File: src/rtl/video_timing_gen_pkg.sv
// Raster timing presets and helpers shared by the video timing generator.
// Each preset lists act/fp/sync/bp for H and V; totals are their sums.
package video_timing_pkg;

    localparam int TW = 16;
    localparam int MAX_H_TOTAL = 800;
    localparam int MAX_V_TOTAL = 312;

    typedef enum logic [1:0] {
        MODE_240P = 2'd0,
        MODE_224P = 2'd1,
        MODE_480I = 2'd2,
        MODE_288P = 2'd3
    } mode_e;

    typedef struct packed {
        logic [TW-1:0] act;
        logic [TW-1:0] fp;
        logic [TW-1:0] sync;
        logic [TW-1:0] bp;
    } timing_t;

    typedef struct packed {
        timing_t h;
        timing_t v;
    } preset_t;

    // V timing of 480i is field 0; field 1 carries one extra back-porch line.
    localparam preset_t PRESETS [4] = '{
        '{h: '{act: 16'd320, fp: 16'd16, sync: 16'd32, bp: 16'd32},
          v: '{act: 16'd240, fp: 16'd3,  sync: 16'd3,  bp: 16'd16}},
        '{h: '{act: 16'd256, fp: 16'd16, sync: 16'd24, bp: 16'd24},
          v: '{act: 16'd224, fp: 16'd11, sync: 16'd3,  bp: 16'd24}},
        '{h: '{act: 16'd640, fp: 16'd16, sync: 16'd64, bp: 16'd80},
          v: '{act: 16'd240, fp: 16'd3,  sync: 16'd3,  bp: 16'd16}},
        '{h: '{act: 16'd320, fp: 16'd16, sync: 16'd32, bp: 16'd32},
          v: '{act: 16'd288, fp: 16'd3,  sync: 16'd3,  bp: 16'd18}}
    };

    function automatic logic [TW-1:0] timing_total(timing_t t);
        return t.act + t.fp + t.sync + t.bp;
    endfunction

    function automatic logic [TW-1:0] h_total(mode_e m);
        return timing_total(PRESETS[m].h);
    endfunction

    function automatic logic [TW-1:0] v_total(mode_e m, logic field);
        return timing_total(PRESETS[m].v) + ((m == MODE_480I && field) ? TW'(1) : TW'(0));
    endfunction

    // Returns {blank, sync_active} for a position along one axis.
    function automatic logic [1:0] region(timing_t t, logic [TW-1:0] pos);
        logic blank;
        logic sync_act;
        blank    = (pos >= t.act);
        sync_act = (pos >= t.act + t.fp) && (pos < t.act + t.fp + t.sync);
        return {blank, sync_act};
    endfunction

endpackage

File: src/rtl/video_timing_gen_if.sv
// Mode select in, raster timing out; the generator drives the master side.
interface video_timing_gen_if #(
    parameter int HW = 10,
    parameter int VW = 10
);
    logic [1:0]    mode;
    logic          ce_pix;
    logic          h_sync;
    logic          v_sync;
    logic          h_blank;
    logic          v_blank;
    logic          de;
    logic          f1;
    logic [HW-1:0] x;
    logic [VW-1:0] y;
    logic          new_frame;
    logic [1:0]    cur_mode;

    modport master (
        input  mode,
        output ce_pix, h_sync, v_sync, h_blank, v_blank, de, f1, x, y, new_frame, cur_mode
    );

    modport slave (
        output mode,
        input  ce_pix, h_sync, v_sync, h_blank, v_blank, de, f1, x, y, new_frame, cur_mode
    );
endinterface

File: src/rtl/video_timing_gen_ce_divider.sv
// Pixel-enable divider: tick is the combinational strobe one clk ahead of
// the registered ce_pix, so counters stepping on tick change with ce_pix.
module ce_divider #(
    parameter int CE_DIV = 4
) (
    input  logic clk,
    input  logic reset,
    output logic tick,
    output logic ce_pix
);
    localparam int DW = (CE_DIV > 2) ? $clog2(CE_DIV) : 1;
    localparam logic [DW-1:0] DIV_LAST = DW'(CE_DIV - 1);

    logic [DW-1:0] div_q, div_d;
    logic          ce_pix_q, ce_pix_d;

    always_comb begin
        tick     = (div_q == DIV_LAST);
        div_d    = tick ? '0 : div_q + DW'(1);
        ce_pix_d = tick;
    end

    always_ff @(posedge clk) begin
        if (reset) begin
            div_q    <= '0;
            ce_pix_q <= 1'b0;
        end else begin
            div_q    <= div_d;
            ce_pix_q <= ce_pix_d;
        end
    end

    assign ce_pix = ce_pix_q;

endmodule

File: src/rtl/video_timing_gen.sv
// Raster timing generator: H/V counters, sync/blank/DE decode and interlace
// field flag; mode changes are latched only at the start of a frame.
module video_timing_gen
    import video_timing_pkg::*;
#(
    parameter int CE_DIV   = 4,
    parameter int HW       = 10,
    parameter int VW       = 10,
    parameter int SYNC_POL = 1
) (
    input  logic clk,
    input  logic reset,
    video_timing_gen_if.master vid
);
    localparam logic SYNC_INACTIVE = (SYNC_POL == 0);

    if (CE_DIV < 2 || CE_DIV > 16) begin : g_bad_ce_div
        $error("CE_DIV must be within 2..16");
    end
    if (MAX_H_TOTAL > (1 << HW) - 1) begin : g_bad_hw
        $error("HW too narrow for the largest horizontal total");
    end
    if (MAX_V_TOTAL > (1 << VW) - 1) begin : g_bad_vw
        $error("VW too narrow for the largest vertical total");
    end

    logic tick;
    logic ce_pix;

    ce_divider #(.CE_DIV(CE_DIV)) u_ce_divider (
        .clk    (clk),
        .reset  (reset),
        .tick   (tick),
        .ce_pix (ce_pix)
    );

    logic [HW-1:0] h_q, h_d;
    logic [VW-1:0] v_q, v_d;
    logic          f1_q, f1_d;
    mode_e         cur_mode_q, cur_mode_d;
    logic          h_sync_q, h_sync_d;
    logic          v_sync_q, v_sync_d;
    logic          h_blank_q, h_blank_d;
    logic          v_blank_q, v_blank_d;
    logic          de_q, de_d;
    logic          new_frame_q, new_frame_d;
    logic          h_last, v_last;
    logic          hs_act, vs_act;

    always_comb begin
        h_d         = h_q;
        v_d         = v_q;
        f1_d        = f1_q;
        cur_mode_d  = cur_mode_q;
        h_sync_d    = h_sync_q;
        v_sync_d    = v_sync_q;
        h_blank_d   = h_blank_q;
        v_blank_d   = v_blank_q;
        de_d        = de_q;
        new_frame_d = 1'b0;
        hs_act      = 1'b0;
        vs_act      = 1'b0;
        h_last      = (TW'(h_q) == h_total(cur_mode_q) - TW'(1));
        v_last      = (TW'(v_q) == v_total(cur_mode_q, f1_q) - TW'(1));

        if (tick) begin
            if (h_last) begin
                h_d = '0;
                if (v_last) begin
                    v_d = '0;
                    if (cur_mode_q == MODE_480I) f1_d = ~f1_q;
                    // A new mode only lands where the next field is field 0.
                    if (!f1_d) cur_mode_d = mode_e'(vid.mode);
                end else begin
                    v_d = v_q + VW'(1);
                end
            end else begin
                h_d = h_q + HW'(1);
            end

            {h_blank_d, hs_act} = region(PRESETS[cur_mode_d].h, TW'(h_d));
            {v_blank_d, vs_act} = region(PRESETS[cur_mode_d].v, TW'(v_d));
            de_d        = ~(h_blank_d | v_blank_d);
            h_sync_d    = hs_act ^ SYNC_INACTIVE;
            v_sync_d    = vs_act ^ SYNC_INACTIVE;
            new_frame_d = (h_d == '0) && (v_d == '0);
        end
    end

    always_ff @(posedge clk) begin
        if (reset) begin
            h_q         <= '0;
            v_q         <= '0;
            f1_q        <= 1'b0;
            cur_mode_q  <= mode_e'(vid.mode);
            h_sync_q    <= SYNC_INACTIVE;
            v_sync_q    <= SYNC_INACTIVE;
            h_blank_q   <= 1'b0;
            v_blank_q   <= 1'b0;
            de_q        <= 1'b0;
            new_frame_q <= 1'b0;
        end else begin
            h_q         <= h_d;
            v_q         <= v_d;
            f1_q        <= f1_d;
            cur_mode_q  <= cur_mode_d;
            h_sync_q    <= h_sync_d;
            v_sync_q    <= v_sync_d;
            h_blank_q   <= h_blank_d;
            v_blank_q   <= v_blank_d;
            de_q        <= de_d;
            new_frame_q <= new_frame_d;
        end
    end

    assign vid.ce_pix    = ce_pix;
    assign vid.h_sync    = h_sync_q;
    assign vid.v_sync    = v_sync_q;
    assign vid.h_blank   = h_blank_q;
    assign vid.v_blank   = v_blank_q;
    assign vid.de        = de_q;
    assign vid.f1        = f1_q;
    assign vid.x         = h_q;
    assign vid.y         = v_q;
    assign vid.new_frame = new_frame_q;
    assign vid.cur_mode  = cur_mode_q;

endmodule
File: src/flat_wrapper.sv
// flat-port wrapper written by rule: the top's interface ports become plain ports
module video_timing_gen_flat import video_timing_pkg::*;
#(
    parameter int CE_DIV   = 4,
    parameter int HW       = 10,
    parameter int VW       = 10,
    parameter int SYNC_POL = 1
)
  (clk, reset, vid_mode, vid_ce_pix, vid_h_sync, vid_v_sync, vid_h_blank, vid_v_blank, vid_de, vid_f1, vid_x, vid_y, vid_new_frame, vid_cur_mode);
  video_timing_gen_if #(.HW(HW), .VW(VW)) vid_i ();
  input  logic clk;
  input  logic reset;
  input wire logic [$bits(vid_i.mode)-1:0] vid_mode;
  output wire logic [$bits(vid_i.ce_pix)-1:0] vid_ce_pix;
  output wire logic [$bits(vid_i.h_sync)-1:0] vid_h_sync;
  output wire logic [$bits(vid_i.v_sync)-1:0] vid_v_sync;
  output wire logic [$bits(vid_i.h_blank)-1:0] vid_h_blank;
  output wire logic [$bits(vid_i.v_blank)-1:0] vid_v_blank;
  output wire logic [$bits(vid_i.de)-1:0] vid_de;
  output wire logic [$bits(vid_i.f1)-1:0] vid_f1;
  output wire logic [$bits(vid_i.x)-1:0] vid_x;
  output wire logic [$bits(vid_i.y)-1:0] vid_y;
  output wire logic [$bits(vid_i.new_frame)-1:0] vid_new_frame;
  output wire logic [$bits(vid_i.cur_mode)-1:0] vid_cur_mode;
  assign vid_i.mode = vid_mode;
  assign vid_ce_pix = vid_i.ce_pix;
  assign vid_h_sync = vid_i.h_sync;
  assign vid_v_sync = vid_i.v_sync;
  assign vid_h_blank = vid_i.h_blank;
  assign vid_v_blank = vid_i.v_blank;
  assign vid_de = vid_i.de;
  assign vid_f1 = vid_i.f1;
  assign vid_x = vid_i.x;
  assign vid_y = vid_i.y;
  assign vid_new_frame = vid_i.new_frame;
  assign vid_cur_mode = vid_i.cur_mode;
  video_timing_gen #(.CE_DIV(CE_DIV), .HW(HW), .VW(VW), .SYNC_POL(SYNC_POL)) u_core (.clk(clk), .reset(reset), .vid(vid_i));
endmodule
File: config.mk
export PLATFORM = sky130hd
export DESIGN_NAME = video_timing_gen_flat
export DESIGN_NICKNAME = d
export VERILOG_FILES = /design/src/rtl/video_timing_gen_pkg.sv /design/src/rtl/video_timing_gen_if.sv /design/src/rtl/video_timing_gen_ce_divider.sv /design/src/rtl/video_timing_gen.sv /design/src/flat_wrapper.sv
export SDC_FILE = /design/constraint.sdc
export NUM_CORES = 1
export LEC_CHECK = 0
export ABC_CLOCK_PERIOD_IN_PS = 4800
export BUFFER_PORTS_ARGS = -buffer_cell sky130_fd_sc_hd__buf_2
export CAP_MARGIN = 20
export CORE_MARGIN = 5
export CORE_UTILIZATION = 40
export CTS_BUF_LIST = sky130_fd_sc_hd__clkbuf_16
export DETAILED_ROUTE_END_ITERATION = 10
export HOLD_SLACK_MARGIN = 0.15
export PLACE_DENSITY = 0.63
export SLEW_MARGIN = 10
export SYNTH_ARGS = -nofsm -noshare
export SYNTH_HDL_FRONTEND = slang
export SYNTH_SLANG_ARGS = --single-unit
File: constraint.sdc
create_clock -name clk -period 4.8 [get_ports clk]
set_input_delay 0.72 -clock clk [delete_from_list [all_inputs] [get_ports clk]]
set_output_delay 0.72 -clock clk [all_outputs]
set_load 0.02 [all_outputs]
Yosys cells after proc, flatten, opt, wreduce, memory -nomap -nowiden
Index checks and enable logic that the tools add are counted.
{"block": "word_totals", "inputBits": 4, "register_bits": 32, "elab_cells": 78, "output_inout_bits": 30}
{"block": "op_classes", "n_bitwise": 6, "muxes": 22, "n_lt_le_gt_ge": 8, "reduce_logical": 10, "addsub": 16, "eq_ne": 4}
{"cell": "$bmux W128 S2", "count": 2}
{"cell": "$mux W128", "count": 4}
{"cell": "$add A16 B16 Y16", "count": 11}
{"cell": "$ge A10 B16 Y1", "count": 4}
{"cell": "$mux W10", "count": 5}
{"cell": "$eq A10 B16 Y1", "count": 2}
{"cell": "$lt A10 B16 Y1", "count": 2}
{"cell": "$sub A16 B1 Y16 const B", "count": 2}
{"cell": "$add A10 B1 Y10 const B", "count": 2}
{"cell": "$logic_not A10 Y1", "count": 2}
{"cell": "$mux W2", "count": 6}
{"cell": "$ge A3 B3 Y1 const B", "count": 2}
{"cell": "$not A2 Y3", "count": 2}
{"cell": "$mux W1", "count": 5}
{"cell": "$eq A2 B2 Y1 const B", "count": 2}
{"cell": "$logic_and A1 B1 Y1", "count": 4}
{"cell": "$reduce_or A2 Y1", "count": 2}
{"cell": "$not A1 Y1", "count": 3}
{"cell": "$reduce_and A3 Y1", "count": 1}
{"cell": "$add A2 B1 Y2 const B", "count": 1}
{"cell": "$reduce_bool A2 Y1", "count": 1}
{"cell": "$or A1 B1 Y1", "count": 1}

Logic depth before layout (Yosys ltp)
Gate-level depths: netlist (run 1).
{"block": "logic_depth", "ltp_word": 25, "mapped_depth": 19, "ltp_nobuf": 19}

Hierarchy
Synthesis (run 1) repeated with hierarchy kept, for this count alone.
{"block": "hier_totals", "cells_unflattened": 333, "hier_area_um2": 2725.1}
{"module": "video_timing_gen", "seq_area_each_um2": 600.6, "cells_each": 326, "area_per_inst_um2": 2621.3, "instances": 1}
{"module": "ce_divider", "seq_area_each_um2": 60.1, "cells_each": 7, "area_per_inst_um2": 103.8, "instances": 1}

Worst setup path before layout (run 1)
OpenSTA, ideal clock, no wires.
{"block": "synth_timing", "path_kind": "reg-to-reg", "from": "register u_core.cur_mode_q[0] (netlist: u_core.vid.cur_mode[0])", "to": "register u_core.de_q (netlist: u_core.vid.de)", "arrival_ns": 4.210, "slack_ns": 0.473, "setup_ns": 0.117, "required_ns": 4.683, "stages_incl_launch_ff": 18, "cell_sequence": "edfxtp_1 -> inv_1 -> ha_1 -> ha_1 -> ha_1 -> xor2_1 -> nor4_1 -> nand3_2 -> or3_4 -> mux2_4 -> inv_1 -> ha_1 -> inv_1 -> ha_1 -> nand4_1 -> or3_1 -> o21a_1 -> a32o_1"}
{"block": "synth_between", "elab_chain_cells": 20, "elab_cells_between_ends": 39, "cone_classes": "add/sub (9); order compare (2); eq/ne (3); mux (20); bitwise (4); reduce/logical (1)"}
{"element": "from (decl)", "line_no": "video_timing_gen.sv:40", "source": "mode_e cur_mode_q, cur_mode_d;"}
{"element": "from (signal assigned)", "line_no": "video_timing_gen.sv:95", "source": "cur_mode_q <= mode_e'(vid.mode);"}
{"element": "from (signal assigned)", "line_no": "video_timing_gen.sv:106", "source": "cur_mode_q <= cur_mode_d;"}
{"element": "$not A2 Y3 (not written as such)", "line_no": "video_timing_gen_pkg.sv:45, video_timing_gen_pkg.sv:49"}
{"element": "$bmux W128 S2", "line_no": "video_timing_gen_pkg.sv:45, video_timing_gen_pkg.sv:49"}
{"element": "$mux W128 (not written as such) (2 in a row)", "line_no": "video_timing_gen_pkg.sv:45", "source": "return timing_total(PRESETS[m].h);"}
{"element": "$add A16 B16 Y16 (3 in a row)", "line_no": "video_timing_gen_pkg.sv:41", "source": "return t.act + t.fp + t.sync + t.bp;"}
{"element": "$add A16 B16 Y16", "line_no": "video_timing_gen_pkg.sv:49", "source": "return timing_total(PRESETS[m].v) + ((m == MODE_480I && field) ? TW'(1) : TW'(0));"}
{"element": "$sub A16 B1 Y16", "line_no": "video_timing_gen.sv:64", "source": "v_last = (TW'(v_q) == v_total(cur_mode_q, f1_q) - TW'(1));"}
{"element": "$eq A10 B16 Y1", "line_no": "video_timing_gen.sv:64"}
{"element": "$mux W2", "line_no": "video_timing_gen.sv:69", "source": "if (v_last) begin"}
{"element": "$mux W2", "line_no": "video_timing_gen.sv:67", "source": "if (h_last) begin"}
{"element": "$mux W2", "line_no": "video_timing_gen.sv:66", "source": "if (tick) begin"}
{"element": "$not A2 Y3 (not written as such)", "line_no": "video_timing_gen.sv:81, video_timing_gen.sv:82"}
{"element": "$bmux W128 S2", "line_no": "video_timing_gen.sv:81, video_timing_gen.sv:82"}
{"element": "$mux W128 (not written as such) (2 in a row)", "line_no": "video_timing_gen.sv:81", "source": "{h_blank_d, hs_act} = region(PRESETS[cur_mode_d].h, TW'(h_d));"}
{"element": "$ge A10 B16 Y1", "line_no": "video_timing_gen_pkg.sv:56", "source": "blank = (pos >= t.act);"}
{"element": "$or A1 B1 Y1 (*)", "line_no": "video_timing_gen.sv:83", "source": "de_d = ~(h_blank_d | v_blank_d);"}
{"element": "$not A1 Y1 (*)", "line_no": "video_timing_gen.sv:83"}
{"element": "to (signal assigned)", "line_no": "video_timing_gen.sv:100", "source": "de_q <= 1'b0;"}
{"element": "to (signal assigned)", "line_no": "video_timing_gen.sv:111", "source": "de_q <= de_d;"}
{"element": "to (decl)", "line_no": "video_timing_gen.sv:45", "source": "logic de_q, de_d;"}
Mark *: on every way between the ends. The rest lies on a longest branch, timed or not. The select of a mux whose other input is x is not followed.
A chain may end at the register's enable or synchronous reset.

Final worst setup path (run 1)
{"block": "layout_timing", "from": "register u_core.cur_mode_q[0] (netlist: u_core.vid.cur_mode[0])", "to": "register u_core.h_blank_q (netlist: u_core.vid.h_blank)"}
{"block": "layout_between", "elab_chain_cells": 18, "elab_cells_between_ends": 33, "cone_classes": "add/sub (9); order compare (1); eq/ne (3); mux (17); bitwise (2); reduce/logical (1)"}
{"element": "$not A2 Y3 (not written as such)", "line_no": "video_timing_gen_pkg.sv:45, video_timing_gen_pkg.sv:49"}
{"element": "$bmux W128 S2", "line_no": "video_timing_gen_pkg.sv:45, video_timing_gen_pkg.sv:49"}
{"element": "$mux W128 (not written as such) (2 in a row)", "line_no": "video_timing_gen_pkg.sv:45"}
{"element": "$add A16 B16 Y16 (3 in a row)", "line_no": "video_timing_gen_pkg.sv:41"}
{"element": "$add A16 B16 Y16", "line_no": "video_timing_gen_pkg.sv:49"}
{"element": "$sub A16 B1 Y16", "line_no": "video_timing_gen.sv:64"}
{"element": "$eq A10 B16 Y1", "line_no": "video_timing_gen.sv:64"}
{"element": "$mux W2", "line_no": "video_timing_gen.sv:69"}
{"element": "$mux W2", "line_no": "video_timing_gen.sv:67"}
{"element": "$mux W2", "line_no": "video_timing_gen.sv:66"}
{"element": "$not A2 Y3 (not written as such)", "line_no": "video_timing_gen.sv:81"}
{"element": "$bmux W128 S2", "line_no": "video_timing_gen.sv:81"}
{"element": "$mux W128 (not written as such) (2 in a row)", "line_no": "video_timing_gen.sv:81"}
{"element": "$ge A10 B16 Y1 (*)", "line_no": "video_timing_gen_pkg.sv:56"}
{"element": "to (signal assigned)", "line_no": "video_timing_gen.sv:109", "source": "h_blank_q <= h_blank_d;"}
{"element": "to (decl)", "line_no": "video_timing_gen.sv:43", "source": "logic h_blank_q, h_blank_d;"}
Marks and branches as above.

==> report_table.html, run 1 <==
<table>
<tr><th>Metric</th><th>Value</th></tr>
<tr><th colspan="2">Detailed routing</th></tr>
<tr><td>Antenna-violating nets left</td><td>0</td></tr>
<tr><td>Total length of routed wires</td><td>roughly 8500 microns</td></tr>
<tr><td>Starting DRC count in detailed routing</td><td>~230</td></tr>
<tr><td>Post-DR vias/cell</td><td>5.94</td></tr>
<tr><td>Detailed-routing iteration count for the pre-antenna-repair pass</td><td>6</td></tr>
<tr><td>DR vias</td><td>between 2000 and 3000</td></tr>
<tr><td>Detailed-route wire length per cell</td><td>17.9 microns</td></tr>
<tr><td>DRC violation count after routing</td><td>0</td></tr>
<tr><th colspan="2">Clock tree</th></tr>
<tr><td>CTS H-tree lvls</td><td>2</td></tr>
<tr><td>TritonCTS clock tree</td><td>yes</td></tr>
<tr><td>Total setup buffers inserted after CTS</td><td>0</td></tr>
<tr><td>Root buffer cell</td><td>clkbuf_16</td></tr>
<tr><td>Maximum count of clock buffers along a single path</td><td>2</td></tr>
<tr><td>Number of buffers added by the clock tree synthesis step</td><td>5</td></tr>
<tr><td>Clk slew on worst S/H paths</td><td>approximately 0.05 ns</td></tr>
<tr><td>Number of gates given a new drive strength after cts</td><td>0</td></tr>
<tr><td>TritonCTS Sinks</td><td>32</td></tr>
<tr><td>Count of hold buffers inserted by post-cts repair</td><td>0</td></tr>
<tr><td>Clock insertion delay at the later pin of the skew report</td><td>~0.28 ns</td></tr>
<tr><th colspan="2">Finish</th></tr>
<tr><td>Nets</td><td>417</td></tr>
<tr><td>Fraction of final layout cells with drive strength greater than 1</td><td>around 15%</td></tr>
<tr><td>Number of diodes</td><td>0</td></tr>
<tr><td>Fillcell total</td><td>730</td></tr>
<tr><td>Commonest cells after routing, fill and taps aside</td><td>nor2_1, buf_2, ha_1</td></tr>
<tr><td>Most common cell after layout, fill and taps aside</td><td>nor2_1</td></tr>
<tr><td>Area growth from synthesis to layout</td><td>13.3%</td></tr>
<tr><td>Final cell area excluding filler cells</td><td>0.00320 sq mm</td></tr>
<tr><th colspan="2">Synth</th></tr>
<tr><td>Synthesized net count</td><td>389</td></tr>
<tr><td>Post-synthesis cell type with the largest combined area</td><td>dfxtp_1</td></tr>
<tr><td>Compound-cell area share of the yosys netlist</td><td>19.6%</td></tr>
<tr><td>Main combinational cell family by area after synthesis</td><td>simple AND/OR/NAND/NOR gates</td></tr>
<tr><td>Post-synthesis average cell area</td><td>between 8 and 9 sq um</td></tr>
<tr><td>Total of warnings raised by yosys</td><td>0</td></tr>
<tr><td>Number of distinct standard cells referenced by the synthesized netlist</td><td>between 60 and 70</td></tr>
<tr><td>Register bit count reported by yosys</td><td>32</td></tr>
<tr><td>Top cells by area in the synthesized netlist</td><td>dfxtp_1, ha_1, nor2_1, a21oi_1, mux2i_1</td></tr>
<tr><td>Part of the Yosys area used for sequential elements</td><td>between 20% and 30%</td></tr>
<tr><td>Async S/R FF share, synth</td><td>0%</td></tr>
<tr><td>Gate Count Post-Synth</td><td>approximately 350</td></tr>
<tr><td>Prevailing post-synth register cell</td><td>dfxtp_1</td></tr>
<tr><td>Number of synthesized flops with an enable pin</td><td>2</td></tr>
<tr><td>Arithmetic-cell share of the synthesized area counting full adders, half adders and majority gates</td><td>14.2%</td></tr>
<tr><td>XOR/XNOR share of the synthesized area</td><td>5.27%</td></tr>
<tr><td>Simple-gate share of the synthesized area</td><td>about 26%</td></tr>
<tr><td>Multiplexer fraction of the synthesized cell area</td><td>approximately 5.4%</td></tr>
<tr><td>Area of the mapped netlist</td><td>0.00283 sq mm</td></tr>
<tr><td>Area share of the largest cell type after synthesis</td><td>21.2%</td></tr>
<tr><th colspan="2">Floorplanning</th></tr>
<tr><td>CORE AREA</td><td>0.00683 sq mm</td></tr>
<tr><td>Standard-cell rows</td><td>30</td></tr>
<tr><td>Floorplan die height</td><td>approximately 94 microns</td></tr>
<tr><td>Area of the die</td><td>around 0.009 sq mm</td></tr>
<tr><td># IOs</td><td>34</td></tr>
<tr><td>Initial standard-cell utilization of the core</td><td>just over 40%</td></tr>
<tr><td>Die extent in x</td><td>about 94 microns</td></tr>
<tr><th colspan="2">Worst setup path</th></tr>
<tr><td>CP Cell Sequence</td><td>inv_1 -&gt; ha_1 -&gt; ha_1 -&gt; ha_1 -&gt; xor2_1 -&gt; nor4_1 -&gt; nand3_2 -&gt; or3_4 -&gt; mux2_4 -&gt; inv_1 -&gt; ha_1 -&gt; inv_1 -&gt; ha_1 -&gt; nand4_1 -&gt; or3_1 -&gt; o21a_1 -&gt; a211oi_1</td></tr>
<tr><td>Delay of the slowest cell on the worst path</td><td>a little under 0.5 ns</td></tr>
<tr><td>Critical Path AT</td><td>4.70 ns</td></tr>
<tr><td>Critical Path Slowest Stage Cell</td><td>nor4_1</td></tr>
<tr><td>Required time of the critical path</td><td>around 5 ns</td></tr>
<tr><td>Category of the worst setup path launch point</td><td>flip-flop</td></tr>
<tr><td>Register-to-Register Setup Slack</td><td>0.28 ns</td></tr>
<tr><td>Number of cell instances on the worst register-to-register path</td><td>17</td></tr>
<tr><td>Source of the worst register-to-register timing path</td><td>u_core.vid.cur_mode[0]$_DFFE_PP_</td></tr>
<tr><td>Cell family contributing the most delay on the critical path</td><td>simple AND/OR/NAND/NOR gates</td></tr>
<tr><td>Kind of end point of the critical path</td><td>flip-flop</td></tr>
<tr><td>Largest fanout on the critical path</td><td>6</td></tr>
<tr><td>Combined buffer and inverter count along the critical path</td><td>3</td></tr>
<tr><td>Cell with the most instances on the worst path</td><td>ha_1</td></tr>
<tr><td>Capture instance of the worst register-to-register path</td><td>u_core.vid.h_blank$_SDFFE_PP0P_</td></tr>
<tr><td>Setup CP Type</td><td>reg -&gt; reg</td></tr>
<tr><th colspan="2">Min path</th></tr>
<tr><td>Hold_sp</td><td>u_core.u_ce_divider.div_q[0]$_SDFF_PP0_</td></tr>
<tr><td>Number of cells traversed by the worst hold path</td><td>1</td></tr>
<tr><td>Worst hold path class</td><td>reg -&gt; reg</td></tr>
<tr><td>Endpoint with the worst hold slack</td><td>u_core.u_ce_divider.div_q[0]$_SDFF_PP0_</td></tr>
<tr><th colspan="2">STA</th></tr>
<tr><td>Count of final max-slew check failures</td><td>0</td></tr>
<tr><td>FMAX</td><td>~220 MHz</td></tr>
<tr><td>Worst Slack Setup Final</td><td>about 0.28 ns</td></tr>
<tr><td>Worst max-slew margin expressed relative to the limit</td><td>between 50% and 60%</td></tr>
<tr><td>Final worst-path cycle share</td><td>94.3%</td></tr>
<tr><td>Sum of negative setup slack</td><td>0 ns</td></tr>
<tr><td>Post-route minimum period</td><td>~4.5 ns</td></tr>
<tr><td>Slew of the pin with the lowest slew margin</td><td>0.743 ns</td></tr>
<tr><td>Final setup violation count</td><td>0</td></tr>
<tr><td>Setup repair after global routing missed its margin</td><td>false</td></tr>
<tr><td>Clk_skew</td><td>0.00781 ns</td></tr>
<tr><td>Final-report hold violation count</td><td>0</td></tr>
<tr><th colspan="2">Placed design</th></tr>
<tr><td>Total half-perimeter wirelength after legalization and detailed placement</td><td>about 6400 microns</td></tr>
<tr><td>Placed inst area</td><td>about 0.0031 sq mm</td></tr>
<tr><td>Count of port buffers added during placement</td><td>33</td></tr>
<tr><td>Routability Congestion</td><td>between 0.9 and 1</td></tr>
<tr><td>Worst setup slack after placement</td><td>0.339 ns</td></tr>
<tr><th colspan="2">GRT</th></tr>
<tr><td>Via count of the first global-routing pass</td><td>between 2000 and 3000</td></tr>
<tr><td>Met3 track demand over resource in global routing</td><td>4.01%</td></tr>
<tr><td>Most used routing layer in global routing</td><td>met2</td></tr>
<tr><td>GRT Util Overall</td><td>roughly a fifth</td></tr>
<tr><td>M1 GR Usage</td><td>about a quarter</td></tr>
<tr><td>Global-route wire length before repair</td><td>~14000 microns</td></tr>
<tr><td>Overflow left after global routing</td><td>0</td></tr>
<tr><td>Antenna violations before repair</td><td>0</td></tr>
<tr><td>Maximum number of pins on one net before global-route repair</td><td>24</td></tr>
<tr><td>M2 GR Usage</td><td>between 30% and 40%</td></tr>
<tr><th colspan="2">Flow run</th></tr>
<tr><td>Count of maximum capacitance violations</td><td>0</td></tr>
<tr><th colspan="2">Pwr</th></tr>
<tr><td>Total power per unit cell area</td><td>about 220 mW/mm^2</td></tr>
<tr><td>Leakage power summed over all cells</td><td>between 1 and 1.5 nW</td></tr>
<tr><td>Overall power</td><td>0.716 mW</td></tr>
<tr><td>Worst VDD drop</td><td>~0.00011 V</td></tr>
<tr><th colspan="2">Outcome</th></tr>
<tr><td>Result of the run</td><td>finished clean</td></tr>
</table>
synth_stat cells (8+ instances only):
cell	count
nand3_1	13
o21ai_0	16
clkbuf_1	10
mux2i_1	9
a21oi_1	18
xnor2_1	8
inv_1	23
nor2_1	38
ha_1	32
nand2_1	19
dfxtp_1	30
xor2_1	9
nor3_1	8
per-layer routing:
metal	vias to the layer above	share of wire (%)
met4	0	3.2
li1	1349	-
met3	22	6.4
met1	1334	45
met2	122	46
met5	-	0
worst reg2reg max path, stage by stage, from the launching register on:
cell	delay [ns]
edfxtp_1	0.45
inv_1	0.11
ha_1	0.21
ha_1	0.20
ha_1	0.31
xor2_1	0.16
nor4_1	0.49
nand3_2	0.14
or3_4	0.37
mux2_4	0.35
inv_1	0.11
ha_1	0.25
inv_1	0.09
ha_1	0.33
nand4_1	0.08
or3_1	0.30
o21a_1	0.21
a211oi_1	0.26
worst max path at each step:
stage | to | cells past startpoint | start
final | u_core.vid.h_blank$_SDFFE_PP0P_ | 17 | u_core.vid.cur_mode[0]$_DFFE_PP_
after global routing | u_core.vid.h_blank$_SDFFE_PP0P_ | 17 | u_core.vid.cur_mode[0]$_DFFE_PP_
after CTS | u_core.vid.h_blank$_SDFFE_PP0P_ | 17 | u_core.vid.cur_mode[0]$_DFFE_PP_
after detailed placement | u_core.vid.h_blank$_SDFFE_PP0P_ | 17 | u_core.vid.cur_mode[0]$_DFFE_PP_
after global placement | u_core.vid.de$_SDFFE_PP0P_ | 17 | u_core.vid.cur_mode[0]$_DFFE_PP_
after floorplan | u_core.vid.de$_SDFFE_PP0P_ | 17 | u_core.vid.cur_mode[0]$_DFFE_PP_
final cells by class:
cell class	instances	area (sq um)	share of cell area (%)
clock inverter	1	3.75	0.117
sequential	32	661	20.6
timing repair buffer	40	218	6.80
inverter	23	86.3	2.70
clock buffer	5	125	3.91
tap	96	120	3.75
multi-input combinational	279	1990	62.1
registers in the layout, summed over array words and instances, names as in the netlist:
register	flops
u_core.vid.de	1
u_core.vid.h_blank	1
u_core.vid.v_sync	1
u_core.vid.x	10
u_core.vid.f1	1
u_core.vid.h_sync	1
u_core.vid.cur_mode	2
u_core.u_ce_divider.div_q	2
u_core.vid.new_frame	1
u_core.vid.v_blank	1
u_core.u_ce_divider.ce_pix	1
u_core.vid.y	10
metrics by stage:
step	cells	util [%]	hold WS, ns
2_1_floorplan	353	-	0.399
3_3_place_gp	470	45.0	0.408
3_5_place_dp	470	45.0	0.417
4_1_cts	476	46.9	0.424
5_1_grt	476	46.9	0.429
6_report	476	46.9	0.427
power by group:
part           internal [mW]  switching, mW  total, mW
Clock                  0.184          0.109      0.292
Combinational         0.0537         0.0803      0.134
Sequential             0.278         0.0117      0.290
Total                  0.516          0.200      0.716
kinds of logic after synthesis:
kind of cell / count (synthesis)
AO/OA/AOI/OAI: 82
XOR/XNOR: 17
adder cells (fa/ha/maj): 32
buffers and inverters: 42
flip-flops: 32
multiplexers: 14
AND/OR/NAND/NOR: 134
(Power assumes the default switching activity.)
==> run 2: changes to the inputs <==
- CAP_MARGIN: 20 -> 5
- CORE_ASPECT_RATIO: default -> 0.7
- REMOVE_ABC_BUFFERS: default -> 1
==> run 2 against run 1 <==
Net effect: register-to-register slack improved by 0.03 ns; design area rose by 1.1%; non-clock buffer count increased by 3; critical path type unchanged; clock skew shrank 0.0036 ns; largest cell class unchanged; flip-flop and latch count stayed put; combinational power up 4%; routed wire length is 3.4% higher; setup slack gained 0.035 ns; clock power grew 6%; via count down 0.39%; clock-buffer cell count stayed put; first-iteration DRC count is 24% higher.
==> report_table.html, run 2 (same netlist as run 1, synthesis figures left out) <==
<table>
<tr><th>Metric</th><th>Value</th></tr>
<tr><th colspan="2">STA</th></tr>
<tr><td>Post-route minimum period</td><td>4.49 ns (-0.0347 ns)</td></tr>
<tr><td>FMAX</td><td>223 MHz (+0.77%)</td></tr>
<tr><td>Count of final max-slew check failures</td><td>0 (unchanged)</td></tr>
<tr><td>Sum of negative setup slack</td><td>0 ns (unchanged)</td></tr>
<tr><td>Worst max-slew margin expressed relative to the limit</td><td>52.8% (+2.3 points)</td></tr>
<tr><td>Final setup violation count</td><td>0 (unchanged)</td></tr>
<tr><td>Clk_skew</td><td>0.00424 ns (-0.00357 ns)</td></tr>
<tr><td>Slew of the pin with the lowest slew margin</td><td>0.701 ns (-0.0424 ns)</td></tr>
<tr><td>Setup repair after global routing missed its margin</td><td>false</td></tr>
<tr><td>Hold slack final</td><td>0.424 ns (-0.00303 ns)</td></tr>
<tr><td>Worst Slack Setup Final</td><td>0.310 ns (+0.0347 ns)</td></tr>
<tr><td>Final worst-path cycle share</td><td>93.5% (-0.72 points)</td></tr>
<tr><td>Final-report hold violation count</td><td>0 (unchanged)</td></tr>
<tr><th colspan="2">Clock tree</th></tr>
<tr><td>Count of hold buffers inserted by post-cts repair</td><td>0 (unchanged)</td></tr>
<tr><td>TritonCTS clock tree</td><td>yes</td></tr>
<tr><td>Clock insertion delay at the later pin of the skew report</td><td>0.28 ns (about the same)</td></tr>
<tr><td>TritonCTS Sinks</td><td>32 (unchanged)</td></tr>
<tr><td>CTS H-tree lvls</td><td>2 (unchanged)</td></tr>
<tr><td>Number of buffers added by the clock tree synthesis step</td><td>5 (unchanged)</td></tr>
<tr><td>Number of gates given a new drive strength after cts</td><td>0 (unchanged)</td></tr>
<tr><td>Clk slew on worst S/H paths</td><td>0.06 ns (about the same)</td></tr>
<tr><td>Root buffer cell</td><td>clkbuf_16</td></tr>
<tr><td>Total setup buffers inserted after CTS</td><td>0 (unchanged)</td></tr>
<tr><td>Maximum count of clock buffers along a single path</td><td>2 (unchanged)</td></tr>
<tr><th colspan="2">Flow run</th></tr>
<tr><td>Count of maximum capacitance violations</td><td>0 (unchanged)</td></tr>
<tr><th colspan="2">Detailed routing</th></tr>
<tr><td>Post-DR vias/cell</td><td>5.88 (-1.0%)</td></tr>
<tr><td>Detailed-routing iteration count for the pre-antenna-repair pass</td><td>5 (-1)</td></tr>
<tr><td>Detailed-route wire length per cell</td><td>18.4 microns (+2.7%)</td></tr>
<tr><td>Starting DRC count in detailed routing</td><td>290 (+24%)</td></tr>
<tr><td>DRC violation count after routing</td><td>0 (unchanged)</td></tr>
<tr><td>Antenna-violating nets left</td><td>0 (unchanged)</td></tr>
<tr><td>Total length of routed wires</td><td>8810 microns (+3.4%)</td></tr>
<tr><td>DR vias</td><td>2816 (-0.39%)</td></tr>
<tr><th colspan="2">Worst setup path</th></tr>
<tr><td>CP Cell Sequence</td><td>inv_1 -&gt; ha_1 -&gt; ha_1 -&gt; ha_1 -&gt; or3b_2 -&gt; a22oi_1 -&gt; nand3_2 -&gt; or3_4 -&gt; mux2_4 -&gt; inv_1 -&gt; ha_1 -&gt; inv_1 -&gt; ha_1 -&gt; nand4_1 -&gt; or3_1 -&gt; o21a_1 -&gt; a32o_1</td></tr>
<tr><td>Largest fanout on the critical path</td><td>6 (unchanged)</td></tr>
<tr><td>Combined buffer and inverter count along the critical path</td><td>3 (unchanged)</td></tr>
<tr><td>Cell with the most instances on the worst path</td><td>ha_1</td></tr>
<tr><td>Required time of the critical path</td><td>4.97 ns (about the same)</td></tr>
<tr><td>Kind of end point of the critical path</td><td>flip-flop</td></tr>
<tr><td>Cell family contributing the most delay on the critical path</td><td>simple AND/OR/NAND/NOR gates</td></tr>
<tr><td>Critical Path AT</td><td>4.66 ns (-0.04 ns)</td></tr>
<tr><td>Register-to-Register Setup Slack</td><td>0.31 ns (+0.03 ns)</td></tr>
<tr><td>Critical Path Slowest Stage Cell</td><td>or3b_2</td></tr>
<tr><td>Category of the worst setup path launch point</td><td>flip-flop</td></tr>
<tr><td>Setup CP Type</td><td>reg -&gt; reg</td></tr>
<tr><td>Delay of the slowest cell on the worst path</td><td>0.46 ns (-0.03 ns)</td></tr>
<tr><th colspan="2">Placed design</th></tr>
<tr><td>Count of port buffers added during placement</td><td>33 (unchanged)</td></tr>
<tr><td>Worst setup slack after placement</td><td>0.315 ns (-0.0239 ns)</td></tr>
<tr><td>Total half-perimeter wirelength after legalization and detailed placement</td><td>6750 microns (+5.7%)</td></tr>
<tr><td>Routability Congestion</td><td>0.944 (-3.3%)</td></tr>
<tr><td># placed instances</td><td>471 (+0.21%)</td></tr>
<tr><th colspan="2">GRT</th></tr>
<tr><td>Global-route wire length before repair</td><td>14000 microns (+1.7%)</td></tr>
<tr><td>M2 GR Usage</td><td>27.4% (-2.9 points)</td></tr>
<tr><td>Overflow left after global routing</td><td>0 (unchanged)</td></tr>
<tr><td>GRT Util Overall</td><td>20.0% (about the same)</td></tr>
<tr><td>Via count of the first global-routing pass</td><td>2561 (-2.7%)</td></tr>
<tr><td>Antenna violations before repair</td><td>0 (unchanged)</td></tr>
<tr><td>Most used routing layer in global routing</td><td>met1</td></tr>
<tr><td>Met3 track demand over resource in global routing</td><td>4.97% (+0.96 points)</td></tr>
<tr><td>Maximum number of pins on one net before global-route repair</td><td>25 (+4.2%)</td></tr>
<tr><td>M1 GR Usage</td><td>30.6% (+4.2 points)</td></tr>
<tr><th colspan="2">Floorplanning</th></tr>
<tr><td>Standard-cell rows</td><td>25 (-17%)</td></tr>
<tr><td>Initial standard-cell utilization of the core</td><td>41.4% (+0.076 points)</td></tr>
<tr><td>Floorplan die height</td><td>80.3 microns (-15%)</td></tr>
<tr><td># IOs</td><td>34 (unchanged)</td></tr>
<tr><td>Die extent in x</td><td>110 microns (+17%)</td></tr>
<tr><td>Area of the die</td><td>0.00887 sq mm (+0.30%)</td></tr>
<tr><td>CORE AREA</td><td>0.00682 sq mm (-0.18%)</td></tr>
<tr><th colspan="2">Min path</th></tr>
<tr><td>Worst hold path class</td><td>reg -&gt; reg</td></tr>
<tr><th colspan="2">Finish</th></tr>
<tr><td>Nets</td><td>420 (+0.72%)</td></tr>
<tr><td>Number of diodes</td><td>0 (unchanged)</td></tr>
<tr><td>Fraction of final layout cells with drive strength greater than 1</td><td>16.1% (+0.84 points)</td></tr>
<tr><td>Final standard cell count with taps included and fillers excluded</td><td>479 (+0.63%)</td></tr>
<tr><td>Most common cell after layout, fill and taps aside</td><td>nor2_1</td></tr>
<tr><td>Reg area</td><td>661 sq um (unchanged)</td></tr>
<tr><td>Multi-input combinational cell area</td><td>0.00200 sq mm (+0.31%)</td></tr>
<tr><td>Commonest cells after routing, fill and taps aside</td><td>nor2_1, buf_2, ha_1</td></tr>
<tr><td>Area growth from synthesis to layout</td><td>14.5%</td></tr>
<tr><td>Fillcell total</td><td>686 (-6.0%)</td></tr>
<tr><th colspan="2">Outcome</th></tr>
<tr><td>Result of the run</td><td>finished clean</td></tr>
<tr><th colspan="2">Pwr</th></tr>
<tr><td>Leakage power summed over all cells</td><td>1.46 nW (+1.7%)</td></tr>
<tr><td>Worst VDD drop</td><td>0.000127 V (+15%)</td></tr>
<tr><td>Total power per unit cell area</td><td>228 mW/mm^2 (+1.9%)</td></tr>
</table>
## run 2: worst paths after layout
path	startpoint	to	cells after the start
worst min register to register	u_core.u_ce_divider.div_q[0]$_SDFF_PP0_	u_core.u_ce_divider.div_q[0]$_SDFF_PP0_	1
worst max register to register	u_core.vid.cur_mode[0]$_DFFE_PP_	u_core.vid.de$_SDFFE_PP0P_	17
worst max-delay path	u_core.vid.cur_mode[0]$_DFFE_PP_	u_core.vid.de$_SDFFE_PP0P_	17
worst min-delay path	u_core.u_ce_divider.div_q[0]$_SDFF_PP0_	u_core.u_ce_divider.div_q[0]$_SDFF_PP0_	1
## run 2: layout make-up
cell class,count,share of cell area (%)
multi-input combinational,279,61.7
sequential,32,20.4
timing repair buffer,43,7.42
clock buffer,5,3.87
tap,94,3.63
inverter,23,2.67
clock inverter,3,0.348
## run 2: report_power, final
group	internal [mW]	switching [mW]
combinational	0.0535	0.0850
clock	0.187	0.122
sequential	0.278	0.0125
## run 2: per-layer routing
layer  up-vias  share of wire (%)  wire, microns
met5         -                  0              0
met4         0               0.79             70
met3         8                9.9            872
met2       122                 39           3440
met1      1335                 50           4430
li1       1351                  -              -
## run 2: metrics by stage
step	total power [mW]	instance area [sq um]	util (%)
3_3_place_gp	0.430	3090	45.4
3_5_place_dp	0.431	3090	45.4
4_1_cts	0.739	3230	47.4
6_report	0.738	3240	47.5
5_1_grt	0.770	3240	47.5
2_1_floorplan	0.384	2740	-
